==> src/rtl/control_sequencer.sv <==
// Hardwired control sequencer: fetch plus immediate/memory instruction classes.
// Optional trap on unknown opcodes is enabled by defining ILLEGAL_OP_TRAP_EN.
module control_sequencer (
  input  logic        clk,
  input  logic        clear,
  input  logic        run,
  input  logic        mem_ready,
  input  logic [31:0] IR,
  output logic        PCout,
  output logic        Zlowout,
  output logic        MDRout,
  output logic        MARin,
  output logic        Zin,
  output logic        PCin,
  output logic        MDRin,
  output logic        IRin,
  output logic        Yin,
  output logic        IncPC,
  output logic        Read,
  output logic        Write,
  output logic        Gra,
  output logic        Grb,
  output logic        Grc,
  output logic        Rin,
  output logic        Rout,
  output logic        BAout,
  output logic        Cout,
  output logic [4:0]  Operator,
  output logic        halted,
  output logic        illegal
);

  localparam int unsigned OP_W = 5;

  localparam logic [OP_W-1:0] ALU_ADD = 5'b00011;
  localparam logic [OP_W-1:0] ALU_AND = 5'b00101;
  localparam logic [OP_W-1:0] ALU_OR  = 5'b00110;

  localparam logic [OP_W-1:0] OP_LD   = 5'b00000;
  localparam logic [OP_W-1:0] OP_LDI  = 5'b00001;
  localparam logic [OP_W-1:0] OP_ST   = 5'b00010;
  localparam logic [OP_W-1:0] OP_ADDI = 5'b01010;
  localparam logic [OP_W-1:0] OP_ANDI = 5'b01011;
  localparam logic [OP_W-1:0] OP_ORI  = 5'b01100;
  localparam logic [OP_W-1:0] OP_NOP  = 5'b11010;
  localparam logic [OP_W-1:0] OP_HALT = 5'b11011;

  typedef enum logic [3:0] {
    S_IDLE, S_T0, S_T1, S_T1W, S_T2, S_T3, S_T4, S_T5, S_T6, S_T7, S_HALT
  } state_t;

  state_t          state_q, state_d;
  logic [OP_W-1:0] opcode;
  logic            is_mem;
  logic            is_alu_imm;
  logic            unused_ir;

  assign opcode     = IR[31:27];
  assign is_mem     = (opcode == OP_LD) || (opcode == OP_ST);
  assign is_alu_imm = (opcode == OP_ADDI) || (opcode == OP_ANDI) || (opcode == OP_ORI);
  assign unused_ir  = ^IR[26:0];

`ifdef ILLEGAL_OP_TRAP_EN
  logic illegal_q, illegal_d;

  always_ff @(posedge clk) begin
    if (!clear) illegal_q <= 1'b0;
    else        illegal_q <= illegal_d;
  end

  assign illegal = illegal_q;
`else
  assign illegal = 1'b0;
`endif

  always_ff @(posedge clk) begin
    if (!clear) state_q <= S_IDLE;
    else        state_q <= state_d;
  end

  // Next state and per-state strobe decode
  always_comb begin
    state_d  = state_q;
`ifdef ILLEGAL_OP_TRAP_EN
    illegal_d = illegal_q;
`endif
    PCout    = 1'b0;
    Zlowout  = 1'b0;
    MDRout   = 1'b0;
    MARin    = 1'b0;
    Zin      = 1'b0;
    PCin     = 1'b0;
    MDRin    = 1'b0;
    IRin     = 1'b0;
    Yin      = 1'b0;
    IncPC    = 1'b0;
    Read     = 1'b0;
    Write    = 1'b0;
    Gra      = 1'b0;
    Grb      = 1'b0;
    Grc      = 1'b0;
    Rin      = 1'b0;
    Rout     = 1'b0;
    BAout    = 1'b0;
    Cout     = 1'b0;
    Operator = 5'b00000;
    halted   = 1'b0;

    case (state_q)
      S_IDLE: if (run) state_d = S_T0;
      S_T0: begin
        PCout   = 1'b1;
        MARin   = 1'b1;
        IncPC   = 1'b1;
        Zin     = 1'b1;
        state_d = S_T1;
      end
      S_T1: begin
        Zlowout = 1'b1;
        PCin    = 1'b1;
        Read    = 1'b1;
        MDRin   = 1'b1;
        state_d = mem_ready ? S_T2 : S_T1W;
      end
      // PC already loaded in T1, so only the memory read is held here
      S_T1W: begin
        Read  = 1'b1;
        MDRin = 1'b1;
        if (mem_ready) state_d = S_T2;
      end
      S_T2: begin
        MDRout = 1'b1;
        IRin   = 1'b1;
        case (opcode)
          OP_LD, OP_LDI, OP_ST, OP_ADDI, OP_ANDI, OP_ORI: state_d = S_T3;
          OP_NOP:  state_d = S_T0;
          OP_HALT: state_d = S_HALT;
          default: begin
`ifdef ILLEGAL_OP_TRAP_EN
            state_d   = S_HALT;
            illegal_d = 1'b1;
`else
            state_d   = S_T0;
`endif
          end
        endcase
      end
      S_T3: begin
        Grb   = 1'b1;
        Yin   = 1'b1;
        Rout  = is_alu_imm;
        BAout = !is_alu_imm;
        state_d = S_T4;
      end
      S_T4: begin
        Cout = 1'b1;
        Zin  = 1'b1;
        if (opcode == OP_ANDI)     Operator = ALU_AND;
        else if (opcode == OP_ORI) Operator = ALU_OR;
        else                       Operator = ALU_ADD;
        state_d = S_T5;
      end
      S_T5: begin
        Zlowout = 1'b1;
        MARin   = is_mem;
        Gra     = !is_mem;
        Rin     = !is_mem;
        state_d = is_mem ? S_T6 : S_T0;
      end
      S_T6: begin
        MDRin = 1'b1;
        if (opcode == OP_LD) begin
          Read = 1'b1;
          if (mem_ready) state_d = S_T7;
        end else begin
          Gra     = 1'b1;
          Rout    = 1'b1;
          state_d = S_T7;
        end
      end
      S_T7: begin
        if (opcode == OP_LD) begin
          MDRout  = 1'b1;
          Gra     = 1'b1;
          Rin     = 1'b1;
          state_d = S_T0;
        end else begin
          Write = 1'b1;
          if (mem_ready) state_d = S_T0;
        end
      end
      S_HALT:  halted = 1'b1;
      default: state_d = S_IDLE;
    endcase
  end

endmodule
==> config.mk <==
export PLATFORM = sky130hd
export DESIGN_NAME = control_sequencer
export DESIGN_NICKNAME = d
export VERILOG_FILES = /design/src/rtl/control_sequencer.sv
export SDC_FILE = /design/constraint.sdc
export NUM_CORES = 1
export LEC_CHECK = 0
export BUFFER_PORTS_ARGS = -buffer_cell sky130_fd_sc_hd__buf_2
export CELL_PAD_IN_SITES_DETAIL_PLACEMENT = 0
export CELL_PAD_IN_SITES_GLOBAL_PLACEMENT = 1
export CORE_UTILIZATION = 23
export DETAILED_ROUTE_END_ITERATION = 6
export PLACE_DENSITY = 0.87
export SYNTH_ARGS = -nofsm -noshare
export SYNTH_HDL_FRONTEND = slang
export SYNTH_SLANG_ARGS = --single-unit
==> constraint.sdc <==
create_clock -name clk -period 2 [get_ports clk]
set_input_delay 0.2 -clock clk [delete_from_list [all_inputs] [get_ports clk]]
set_output_delay 0.2 -clock clk [all_outputs]
set_load 0.02 [all_outputs]
**Word-level counts from Yosys, hierarchy flattened**

Memory sizes are Yosys's and may differ from the RTL's.
Cells that the tools add are included.

- ROM bits: 128
- Memories kept: 1
- Bits in registers: 4

- Bitwise gates (word level): 1
- Mux-type cells: 31
- Reduce and logical (&&, ||, !) cells: 12
- Equality and inequality tests: 18

Memories:

| memory | words | width | read ports | clocked after memory_dff | wr ports | RTL line | RTL |
|---|---|---|---|---|---|---|---|
| (name not given) | 32 | 4 | 1 | 0 | 0 | 134 | `case (opcode)` |

Operators with widths:

| kind | number |
|---|---|
| $pmux 4 s11 | 1 |
| $mux 4 | 7 |
| $eq 4x3->1 const B | 4 |
| $eq 5x4->1 const B | 3 |
| $mux 1 | 13 |
| $eq 4x4->1 const B | 3 |
| $mux 3 | 4 |
| $pmux 1 s2 | 5 |
| $eq 4x2->1 const B | 2 |
| $ne 3x3->1 const B | 2 |
| $reduce_or 2->1 | 3 |
| $eq 5x2->1 const B | 1 |
| $logic_not 5->1 | 1 |
| $reduce_and 5->1 | 1 |
| $eq 4x1->1 const B | 1 |
| $logic_not 4->1 | 1 |
| $ne 2x2->1 const B | 2 |
| $logic_or 1x1->1 | 3 |
| $pmux 1 s3 | 1 |
| $reduce_or 3->1 | 1 |
| $logic_not 1->1 | 2 |
| $not 1->1 | 1 |

**Depth between registers and ports, before layout**

Gate-level depths: netlist of run 1.

- Depth after elaboration: 5
- Gate-level depth with buffers: 6
- Mapped depth without buffers: 5

**Worst setup path before layout of run 1**

OpenSTA, ideal clock, no wires.

- Kind: register to output
- Start: register state_q[1]
- End: output port Gra
- Path slack: 100 ps
- Required time: 1,800 ps
- Buffers on the path: 1
- Arrival time: 1,700 ps
- Stages on the path, launching flop included: 6
- Cell sequence: dfxtp_1 -> clkbuf_1 -> nor3b_1 -> nand2_1 -> a21oi_1 -> o21bai_1

- Word-level cells in the longest chain between the ends: 2
- Elaborated cells on any way between the ends: 4
- Those cells by class: 3 x eq/ne; 1 x mux

Ends and longest elaborated chain:

| item | RTL line | RTL |
|---|---|---|
| start: declaration | 52 | `state_t state_q, state_d;` |
| start signal: assignment | 78 | `else state_q <= state_d;` |
| $eq 4x4->1 / $eq 4x3->1 (equally long branches) | 109 | `case (state_q)` |
| $pmux 1 s3 (*) | 109 |  |
| end: declaration | 21 | `output logic Gra,` |

Every way passes the cells marked *; elsewhere a longest branch is shown, timed or not.

**Worst setup path in the final report of run 1**

- Start: input port IR[31]
- End: output port Gra

- Word-level cells in the longest chain between the ends: 4
- Elaborated cells on any way between the ends: 7
- Those cells by class: 1 x eq/ne; 3 x mux; 3 x reduce/logical

Ends and longest elaborated chain:

| item | RTL line | RTL |
|---|---|---|
| start: declaration | 8 | `input logic [31:0] IR,` |
| $eq 5x2->1 / $logic_not 5->1 (equally long branches) | 59, 172, 182 |  |
| $logic_or 1x1->1 | 59 | `assign is_mem = (opcode == OP_LD) \|\| (opcode == OP_ST);` |
| $logic_not 1->1 | 166 | `Gra = !is_mem;` |
| $pmux 1 s3 (*) | 109 |  |

Marked as above.

==> summary.txt, run 1 <==
Final layout
  • # fillers: between 300 and 400
  • Multi-input logic area: 537 sq um
  • Register area: 83.8 sq um
  • Final non-filler cell area: around 900 sq um
  • Synthesis-to-layout area growth: 26.5%
  • Commonest cells after routing, fill and taps aside: buf_2 (30), nand2_1 (12), a21oi_1 (9)
  • Ant diodes: 0
  • Layout Cells excl Fill: about 160
  • Layout cell share with drive strength beyond 1: 0.346
  • Max reg flops: 4
  • Most common cell after layout, fill and taps aside: buf_2
  • Fin nets: 171
  • Largest registers: state_q x4
  • Biggest register: state_q

Logic synthesis
  • Synth Area in Simple Gates: 0.392
  • Cell area after synthesis: about 690 sq um
  • EDFF count, synth: 0
  • Mapped Cells: 106
  • Adder-Cell Fraction of Synth Area: 0
  • Top_reg_cell synth: dfxtp_1
  • Synth Area in XOR/XNOR: 0.0253
  • Sequential area share after synthesis: 0.116
  • Mapped Avg Cell Area: about 6.5 sq um
  • Synth async-reset ratio: 0
  • Synth Area in Compound Gates: 0.321
  • Yosys warns: 0
  • Mux contribution to synthesized area: 0.0144
  • Largest family of logic cells by synthesized area: simple AND/OR/NAND/NOR gates
  • Flops & latches, synth: 4
  • Post-synth cell types: 39

Min path
  • Hold path startpoint: clear
  • Hold Path Depth: 3
  • Hold path endpoint: state_q[1]
  • Worst hold-check path type: in -> reg

Critical path
  • Worst Path Required: approximately 1800 ps
  • CP startpoint kind: input pin
  • Crit-path leading delay family: simple AND/OR/NAND/NOR gates
  • Worst path most repeated cell: buf_2
  • Worst R2R Setup Slack: between 300 and 400 ps
  • CP bufs+invs: 2
  • FF-to-FF End: state_q[0]
  • CP max stage cell: or4_4
  • Worst-path maximum fanout: 6
  • CP cell instances: buf_2, or4_4, nor2_8, nand2_1, a21oi_1, o21bai_1, buf_2
  • CP endpoint kind: primary output
  • Max stage delay on crit path: 590 ps
  • Setup Crit Path Kind: in -> out
  • R2r worst-path depth: 5
  • FF-to-FF Start: state_q[0]
  • WP data arrival: around 1600 ps

Timing
  • Final worst-path cycle share: 0.897
  • Final Hold Viols: 0
  • Fin crit period: ~1800 ps
  • Pins Over Slew Limit: 0
  • Unrepaired setup endpoints after global routing: false
  • Setup total negative slack: 0 ps
  • Setup violators final: 0
  • WHS: 258 ps
  • F_max: around 560 MHz
  • Final Skew: ~2 ps

Global route
  • GRT Total Usage: 0.128
  • Met2 usage in global routing: 0.195
  • First-pass GRT wire length: around 3300 um
  • Largest net degree at the start of global routing: 19
  • Vias in the first global route: 721
  • Busiest grt layer: met2
  • GRT overflow: 0
  • M3 GR Usage: 0.0323
  • Met1 Usage GRT: 0.176
  • Antenna violations before repair: 0

Run status
  • Status: finished, violations left
  • Failing checks: design-rule violations

Die
  • Chip width: 56.9 um
  • Number of I/O pins: a little over 60
  • Die ar.: about 3200 sq um
  • Die Ht: between 50 and 60 um
  • Site Rows: 19
  • Initial core utilization: 0.247
  • Core box area: between 2000 and 3000 sq um

Clocking
  • H-tree level count: 1
  • Clock Tree Buf Depth: 2
  • Clock Latency Late Sink: 230 ps
  • Clock Sinks: 4
  • Hold-fix buffers at CTS: 0
  • Number of CTS-inserted buffers: 3
  • CTS clock-pin slew for the worst setup and hold paths: approximately 30 ps
  • CTS tree: done
  • Root buffer cell: clkbuf_4

Power
  • Cell Pwr Density: 386 nW/um^2
  • VDD IR max: 0.000176 V
  • LEAKAGE: 0.428 nW

Run
  • Maxcap violations: 0

Detailed routing
  • DRT Pass-1 Iters: 6
  • Via count: between 800 and 900
  • Drt total wl: between 1500 and 2000 um
  • Routed WL per cell: between 10 and 15 um
  • Initial DRC Count: 43
  • Final antenna-violating net count: 0
  • Number of remaining DRC errors: 8
  • Vias/cell: a little over 5

Placement
  • PortBufs: 30
  • # placed instances: approximately 160
  • Routability cong.: approximately 0.86
  • Placed Instance Area: ~850 sq um
  • DP HPWL: roughly 1500 um
worst max-delay path by stage:
stage                      end  slack, ps       start  cells past startpoint
floorplan                  Gra        100  state_q[1]                      5
global placement           Gra        210      IR[31]                      7
detailed placement  state_q[0]        180      IR[31]                      6
CTS                        Zin         90  state_q[1]                      5
global route               Gra         80      IR[27]                      7
finish                     Gra        210      IR[31]                      7
cell usage after synthesis, types with 2 or more instances:
cell / n / area (sq um)
o32ai_1: 3 / 26.3
nor2b_1: 4 / 25.0
buf_4: 6 / 45.0
nand3_1: 5 / 25.0
inv_1: 4 / 15.0
o31ai_1: 2 / 15.0
dfxtp_1: 4 / 80.1
nand2_1: 12 / 45.0
nor3b_1: 4 / 30.0
a211oi_1: 2 / 15.0
a21oi_1: 9 / 45.0
o21ai_0: 5 / 25.0
clkbuf_1: 5 / 18.8
nor3_1: 5 / 25.0
nand2b_1: 5 / 31.3
nor2_1: 7 / 26.3
o21a_1: 2 / 15.0
layout make-up:
type,count,area share
repair buffers,34,0.205
well taps,31,0.0442
multi-input cells,88,0.612
clock buffers,3,0.0257
flip-flops and latches,4,0.0956
inverters,4,0.0171
what timing repair did:
item | in CTS | in global routing
setup endpoints to repair | 0 | 6
buffers inserted | 0 | 0
gates resized for setup | 0 | 3
tightest hold or removal path, delay by kind of cell:
family	cells	cell delay, ps
and+or+nand+nor	2	130
buffers and inverters	1	130
layer usage:
metal,wire (um),vias up
met5,0,-
met4,14,0
met3,113,2
met2,866,26
met1,924,368
li1,-,431
cell families (layout without fill, tap and decap cells):
group,Yosys count,after routing
compound gates,32,32
other cells,1,4
flops,4,4
simple gates,49,49
xor+xnor,2,2
buf+inv,17,41
mux,1,1
metrics by stage:
step	util	setup WS (ps)	power, mW
3_5_place_dp	0.303	175	0.242
4_1_cts	0.311	87.6	0.345
5_1_grt	0.313	80.1	0.372
2_1_floorplan	-	100	0.204
3_3_place_gp	0.303	214	0.239
6_report	0.313	206	0.339
where the power goes:
part	switching (mW)	leakage (nW)	internal (mW)	total, mW
combinational	0.0886	0.380	0.0514	0.140
clock	0.0306	0.0138	0.0670	0.0976
sequential	0.0158	0.0338	0.0854	0.101
Power figures use the tool's default switching activity.
==> run 2, diff against run 1 <==
ABC_AREA = 1   (was default)
CORE_UTILIZATION = 21   (was 23)
PLACE_DENSITY = 0.88   (was 0.87)
==> run 2 against run 1 <==
  * The flow still finishes with violations (design-rule violations)
  * Combinational power increased to 5.5 times the previous value
  * Register-to-register slack improved by 370 ps
  * Critical path depth decreased by 1
==> summary.txt, run 2 <==
Run status
  • Status: finished, violations left
  • Failing checks: design-rule violations

Detailed routing
  • Routed WL per cell: 9.64 um (-18%)
  • Final antenna-violating net count: 0 (unchanged)
  • Vias/cell: 4.31 (-14%)
  • Number of remaining DRC errors: 4 (-4)
  • Drt total wl: 1780 um (-7.1%)
  • DRT Pass-1 Iters: 7 (+1)
  • Via count: 798 (-3.5%)
  • Initial DRC Count: 20 (-53%)

Logic synthesis
  • Cell area after synthesis: 647 sq um (-6.7%)
  • Mapped Avg Cell Area: 5.22 sq um (-20%)
  • Synth top area share: 0.197 (+0.0818)
  • Synth async-reset ratio: 0 (unchanged)
  • Top cells by area, synth: nand2_1 (20%), inv_1 (16%), dfxtp_1 (12%)
  • Yosys warns: 0 (unchanged)
  • Most frequent cell after synthesis: nand2_1
  • Sequential area share after synthesis: 0.124 (+0.00827)
  • Post-synth cell types: 21 (-46%)
  • Mapped Cells: 124 (+17%)
  • Flops & latches, synth: 4 (unchanged)
  • Top_reg_cell synth: dfxtp_1
  • Synth top cells by count: nand2_1 (34), inv_1 (27), nor2_1 (16)
  • Post-synth top area cell: nand2_1
  • EDFF count, synth: 0 (unchanged)

Global route
  • Largest net degree at the start of global routing: 7 (-12)
  • GRT overflow: 0 (unchanged)
  • First-pass GRT wire length: 2730 um (-19%)
  • GRT Total Usage: 0.106 (-0.0223)
  • Vias in the first global route: 652 (-9.6%)
  • Antenna violations before repair: 0 (unchanged)

Die
  • Initial core utilization: 0.229 (-0.0184)
  • Core box area: 2830 sq um (+0.85%)
  • Die ar.: 3310 sq um (+2.1%)
  • Chip width: 57.5 um (+1.1%)
  • Number of I/O pins: 62 (unchanged)
  • Site Rows: 19 (unchanged)
  • Die Ht: 57.5 um (+1.1%)

Timing
  • Final Skew: 2.03 ps (+0.0446 ps)
  • Pins Over Slew Limit: 0 (unchanged)
  • Fin crit period: 1610 ps (-183 ps)
  • Unrepaired setup endpoints after global routing: false
  • Final Hold Viols: 0 (unchanged)
  • Setup violators final: 0 (unchanged)
  • Setup total negative slack: 0 ps (unchanged)
  • Final worst-path cycle share: 0.805 (-0.0916)
  • F_max: 621 MHz (+11%)

Clocking
  • Clock Latency Late Sink: 230 ps (about the same)
  • Clock Tree Buf Depth: 2 (unchanged)
  • Clock Sinks: 4 (unchanged)
  • Post-CTS Setup Repair Bufs: 0 (unchanged)
  • CTS-repair resized insts: 0 (unchanged)
  • Root buffer cell: clkbuf_4
  • CTS tree: done
  • H-tree level count: 1 (unchanged)
  • Hold-fix buffers at CTS: 0 (unchanged)
  • CTS clock-pin slew for the worst setup and hold paths: 40 ps (about the same)
  • Number of CTS-inserted buffers: 3 (unchanged)

Min path
  • Hold Path Depth: 3 (unchanged)
  • Hold path startpoint: clear
  • Worst hold-check path type: in -> reg
  • Hold path endpoint: state_q[1]

Placement
  • PortBufs: 30 (unchanged)
  • DP HPWL: 1530 um (+1.1%)
  • Routability cong.: 0.828 (-3.9%)

Critical path
  • Critical Path Start: state_q[0]
  • R2r worst-path depth: 8 (+3)
  • CP max stage cell: dfxtp_1
  • Worst R2R Setup Slack: 700 ps (+370 ps)
  • Setup Crit Path Kind: reg -> out
  • Worst Path Required: 1800 ps (about the same)
  • FF-to-FF Start: state_q[0]
  • Worst path most repeated cell: inv_1
  • CP startpoint kind: register
  • FF-to-FF End: state_q[3]
  • WP data arrival: 1410 ps (-180 ps)
  • Max stage delay on crit path: 360 ps (-230 ps)
  • Worst-path maximum fanout: 5 (-1)
  • CP cell instances: nor2_2, inv_1, nor2_1, inv_1, o22ai_1, buf_2
  • CP endpoint kind: primary output

Final layout
  • Most common cell after layout, fill and taps aside: nand2_1
  • Largest registers: state_q x4
  • Layout cell share with drive strength beyond 1: 0.286 (-0.0602)
  • Ant diodes: 0 (unchanged)
  • Synthesis-to-layout area growth: 27.5%
  • Max reg flops: 4 (unchanged)
  • Commonest cells after routing, fill and taps aside: nand2_1 (34), buf_2 (30), inv_1 (27)
  • Fin nets: 192 (+12%)
  • Biggest register: state_q

Power
  • VDD IR max: 0.000471 V (+170%)
  • Pwr Total: 1.02 mW (+200%)
  • LEAKAGE: 0.582 nW (+36%)
  • Cell Pwr Density: 1230 nW/um^2 (+220%)

Run
  • Maxcap violations: 0 (unchanged)
## run 2: power by group
group	total, mW	switching [mW]	internal [mW]
registers	0.155	0.0419	0.113
clock network	0.0992	0.0321	0.0671
logic	0.763	0.504	0.260
## run 2: worst max-delay path by stage
stage,end,cells after the start
2_1_floorplan,Read,5
3_3_place_gp,Rout,7
3_5_place_dp,Read,6
4_1_cts,Read,6
5_1_grt,Read,6
6_report,Read,6
## run 2: layout make-up
type	count	area [sq um]
Tap cell	31	38.8
Multi-Input combinational cell	90	432
Inverter	27	101
Timing Repair Buffer	30	150
Fill cell	339	2000
Clock buffer	3	22.5
Sequential cell	4	80.1
## run 2: cell families after synthesis
| logic type | count (synthesis) | synth area share |
|---|---|---|
| AO/OA/AOI/OAI | 11 | 0.0986 |
| buffers and inverters | 33 | 0.226 |
| flip-flops | 4 | 0.124 |
| other | 1 | 0.00580 |
| AND/OR/NAND/NOR | 75 | 0.545 |
## run 2: critical path, delay by kind of cell, from the launching register on
| kind | cells | cell delay, ps |
|---|---|---|
| buffers and inverters | 3 | 350 |
| AO/OA/AOI/OAI | 1 | 120 |
| AND/OR/NAND/NOR | 2 | 360 |
| flip-flops | 1 | 360 |
## run 2: through the flow
stage           util  area, sq um  std cells  setup WS, ps  hold slack (ps)
2_1_floorplan      -          658        127           710              304
3_3_place_gp   0.284          802        182           636              453
5_1_grt        0.291          825        185           257              234
3_5_place_dp   0.284          802        182           623              454
4_1_cts        0.291          825        185           363              214
6_report       0.291          825        185           389              222
## run 2: layer usage
metal / wire [um] / vias up / global-route usage / share of wire
met4: 0 / 0 / 0.0209 / 0
met5: 0 / - / 0 / 0
met3: 117 / 0 / 0.0272 / 0.066
met1: 898 / 336 / 0.152 / 0.50
li1: - / 433 / - / -
met2: 767 / 29 / 0.159 / 0.43
==> run 3, diff against run 2 <==
clock period = 1.7 ns   (was 2 ns; I/O delays follow)
==> run 3 against run 2 <==
  * The flow still finishes with violations (design-rule violations)
  * Utilization is 0.089 points higher
  * Clock-buffer cell count stayed put
  * Largest power group unchanged
  * Critical endpoint unchanged
  * Sequential power is 18% higher
  * Largest cell class unchanged
  * Highest routed layer unchanged
==> summary.txt, run 3 (synthesis gave the netlist of run 2 again) <==
Critical path
  • CP endpoint kind: primary output
  • CP startpoint kind: register
  • Worst Path Required: 1530 ps (-270 ps)
  • Worst-path maximum fanout: 5 (unchanged)
  • Setup Crit Path Kind: reg -> out
  • WP data arrival: 1370 ps (-40 ps)

Placement
  • PortBufs: 30 (unchanged)
  • Placed Instance Area: 802 sq um (unchanged)
  • DP HPWL: 1530 um (unchanged)
  • Routability cong.: 0.828 (unchanged)

Global route
  • Largest net degree at the start of global routing: 7 (unchanged)
  • Vias in the first global route: 652 (unchanged)
  • Antenna violations before repair: 0 (unchanged)
  • GRT Total Usage: 0.106 (unchanged)
  • GRT overflow: 0 (unchanged)
  • First-pass GRT wire length: 2730 um (unchanged)

Die
  • Core box area: 2830 sq um (unchanged)
  • Die Ht: 57.5 um (unchanged)
  • Number of I/O pins: 62 (unchanged)
  • Chip width: 57.5 um (unchanged)
  • Site Rows: 19 (unchanged)
  • Die ar.: 3310 sq um (unchanged)
  • Initial core utilization: 0.229 (unchanged)

Power
  • Cell Pwr Density: 1460 nW/um^2 (+18%)
  • P_int: 0.520 mW (+18%)
  • Sw Share: 0.569 (+0.000870)
  • LEAKAGE: 0.582 nW (about the same)
  • Psw: 0.685 mW (+19%)
  • VDD IR max: 0.000555 V (+18%)
  • Sequential share of power: 0.152 (about the same)
  • Pwr Total: 1.20 mW (+18%)
  • Comb pwr share: 0.752 (+0.002)
  • Clk pwr share: 0.097 (about the same)

Detailed routing
  • Vias/cell: 4.30 (-0.25%)
  • Initial DRC Count: 20 (unchanged)
  • DRT Pass-1 Iters: 7 (unchanged)
  • Via count: 796 (-0.25%)
  • Final antenna-violating net count: 0 (unchanged)
  • Detail Route met3 WL: 106 um (-9.4%)
  • Drt total wl: 1790 um (+0.45%)
  • Number of remaining DRC errors: 4 (unchanged)
  • Post-Route M1 WL: 913 um (+1.7%)
  • Wire length on met2: 771 um (+0.52%)
  • Routed WL per cell: 9.68 um (+0.45%)
  • Top layer in use: met3

Run status
  • Failing checks: design-rule violations
  • Status: finished, violations left

Timing
  • Setup total negative slack: 0 ps (unchanged)
  • F_max: 651 MHz
  • Final worst-path cycle share: 0.903
  • Final Hold Viols: 0 (unchanged)
  • Pins Over Slew Limit: 0 (unchanged)
  • Unrepaired setup endpoints after global routing: false
  • Setup violators final: 0 (unchanged)
  • Fin crit period: approximately 1500 ps
  • Final Skew: 2.03 ps (unchanged)

Clocking
  • Clock Latency Late Sink: 230 ps (about the same)
  • Post-CTS Setup Repair Bufs: 0 (unchanged)
  • H-tree level count: 1 (unchanged)
  • Clock Tree Buf Depth: 2 (unchanged)
  • CTS tree: done
  • Clock Sinks: 4 (unchanged)
  • Number of CTS-inserted buffers: 3 (unchanged)
  • CTS-repair resized insts: 0 (unchanged)
  • CTS clock-pin slew for the worst setup and hold paths: 40 ps (about the same)
  • Root buffer cell: clkbuf_4
  • Hold-fix buffers at CTS: 0 (unchanged)

Final layout
  • Commonest cells after routing, fill and taps aside: nand2_1 (34), buf_2 (30), inv_1 (27)
  • Final non-filler cell area: 827 sq um (+0.30%)
  • Register area: 80.1 sq um (unchanged)
  • Most common cell after layout, fill and taps aside: nand2_1
  • Largest registers: state_q x4
  • # fillers: 338 (-0.29%)
  • Max reg flops: 4 (unchanged)
  • Multi-input logic area: 434 sq um (+0.58%)
  • Ant diodes: 0 (unchanged)
  • Final Util: 0.292 (+0.000885)
  • Layout cell share with drive strength beyond 1: 0.292 (+0.00649)
  • Synthesis-to-layout area growth: 27.9%
  • Biggest register: state_q
  • Fin nets: 192 (unchanged)

Min path
  • Worst hold-check path type: in -> reg

Run
  • Maxcap violations: 0 (unchanged)
[run 3: cell count changes in the layout (fill, tap and decap cells not counted)]
cell | before | now
nor2_1 | 16 | 15
nor2_2 | 6 | 7
[run 3: final cells by class]
class | instances | area share
multi-input combinational | 90 | 0.525
timing repair buffer | 30 | 0.182
inverter | 27 | 0.123
sequential | 4 | 0.0968
tap | 31 | 0.0469
clock buffer | 3 | 0.0272
[run 3: worst paths after layout]
check | startpoint | to | slack, ps | cells past startpoint
worst max-delay path | state_q[0] | Read | 160 | 6
worst min register to register | state_q[0] | state_q[0] | 600 | 4
worst max register to register | state_q[3] | state_q[3] | 400 | 7
worst min-delay path | clear | state_q[1] | 190 | 3
[run 3: stage by stage]
step                std cells  hold WS, ps  setup slack, ps
global placement          182          423              371
detailed placement        182          424              353
global route              185          204             42.8
floorplan                 127          274              440
CTS                       185          184             93.4
finish                    185          192              165
[run 3: routing by layer]
layer / up-vias / track usage
li1: 432 / -
met5: - / 0
met4: 0 / 0.0209
met2: 23 / 0.159
met3: 0 / 0.0272
met1: 341 / 0.152
[run 3: worst max-delay path: stages, from the launching register on]
cell and delay (ps):
dfxtp_1 360, nor2_2 190, inv_1 70, nor2_2 130, inv_1 100, o22ai_1 110, buf_2 190
[run 3: power groups by stage]
stage | Clock [mW] | Sequential (mW) | Combinational [mW]
6_report | 0.117 | 0.183 | 0.905
5_1_grt | 0.128 | 0.188 | 1.01
4_1_cts | 0.122 | 0.183 | 0.906
3_5_place_dp | 0 | 0.185 | 0.902
3_3_place_gp | 0 | 0.183 | 0.898
2_1_floorplan | 0 | 0.175 | 0.691
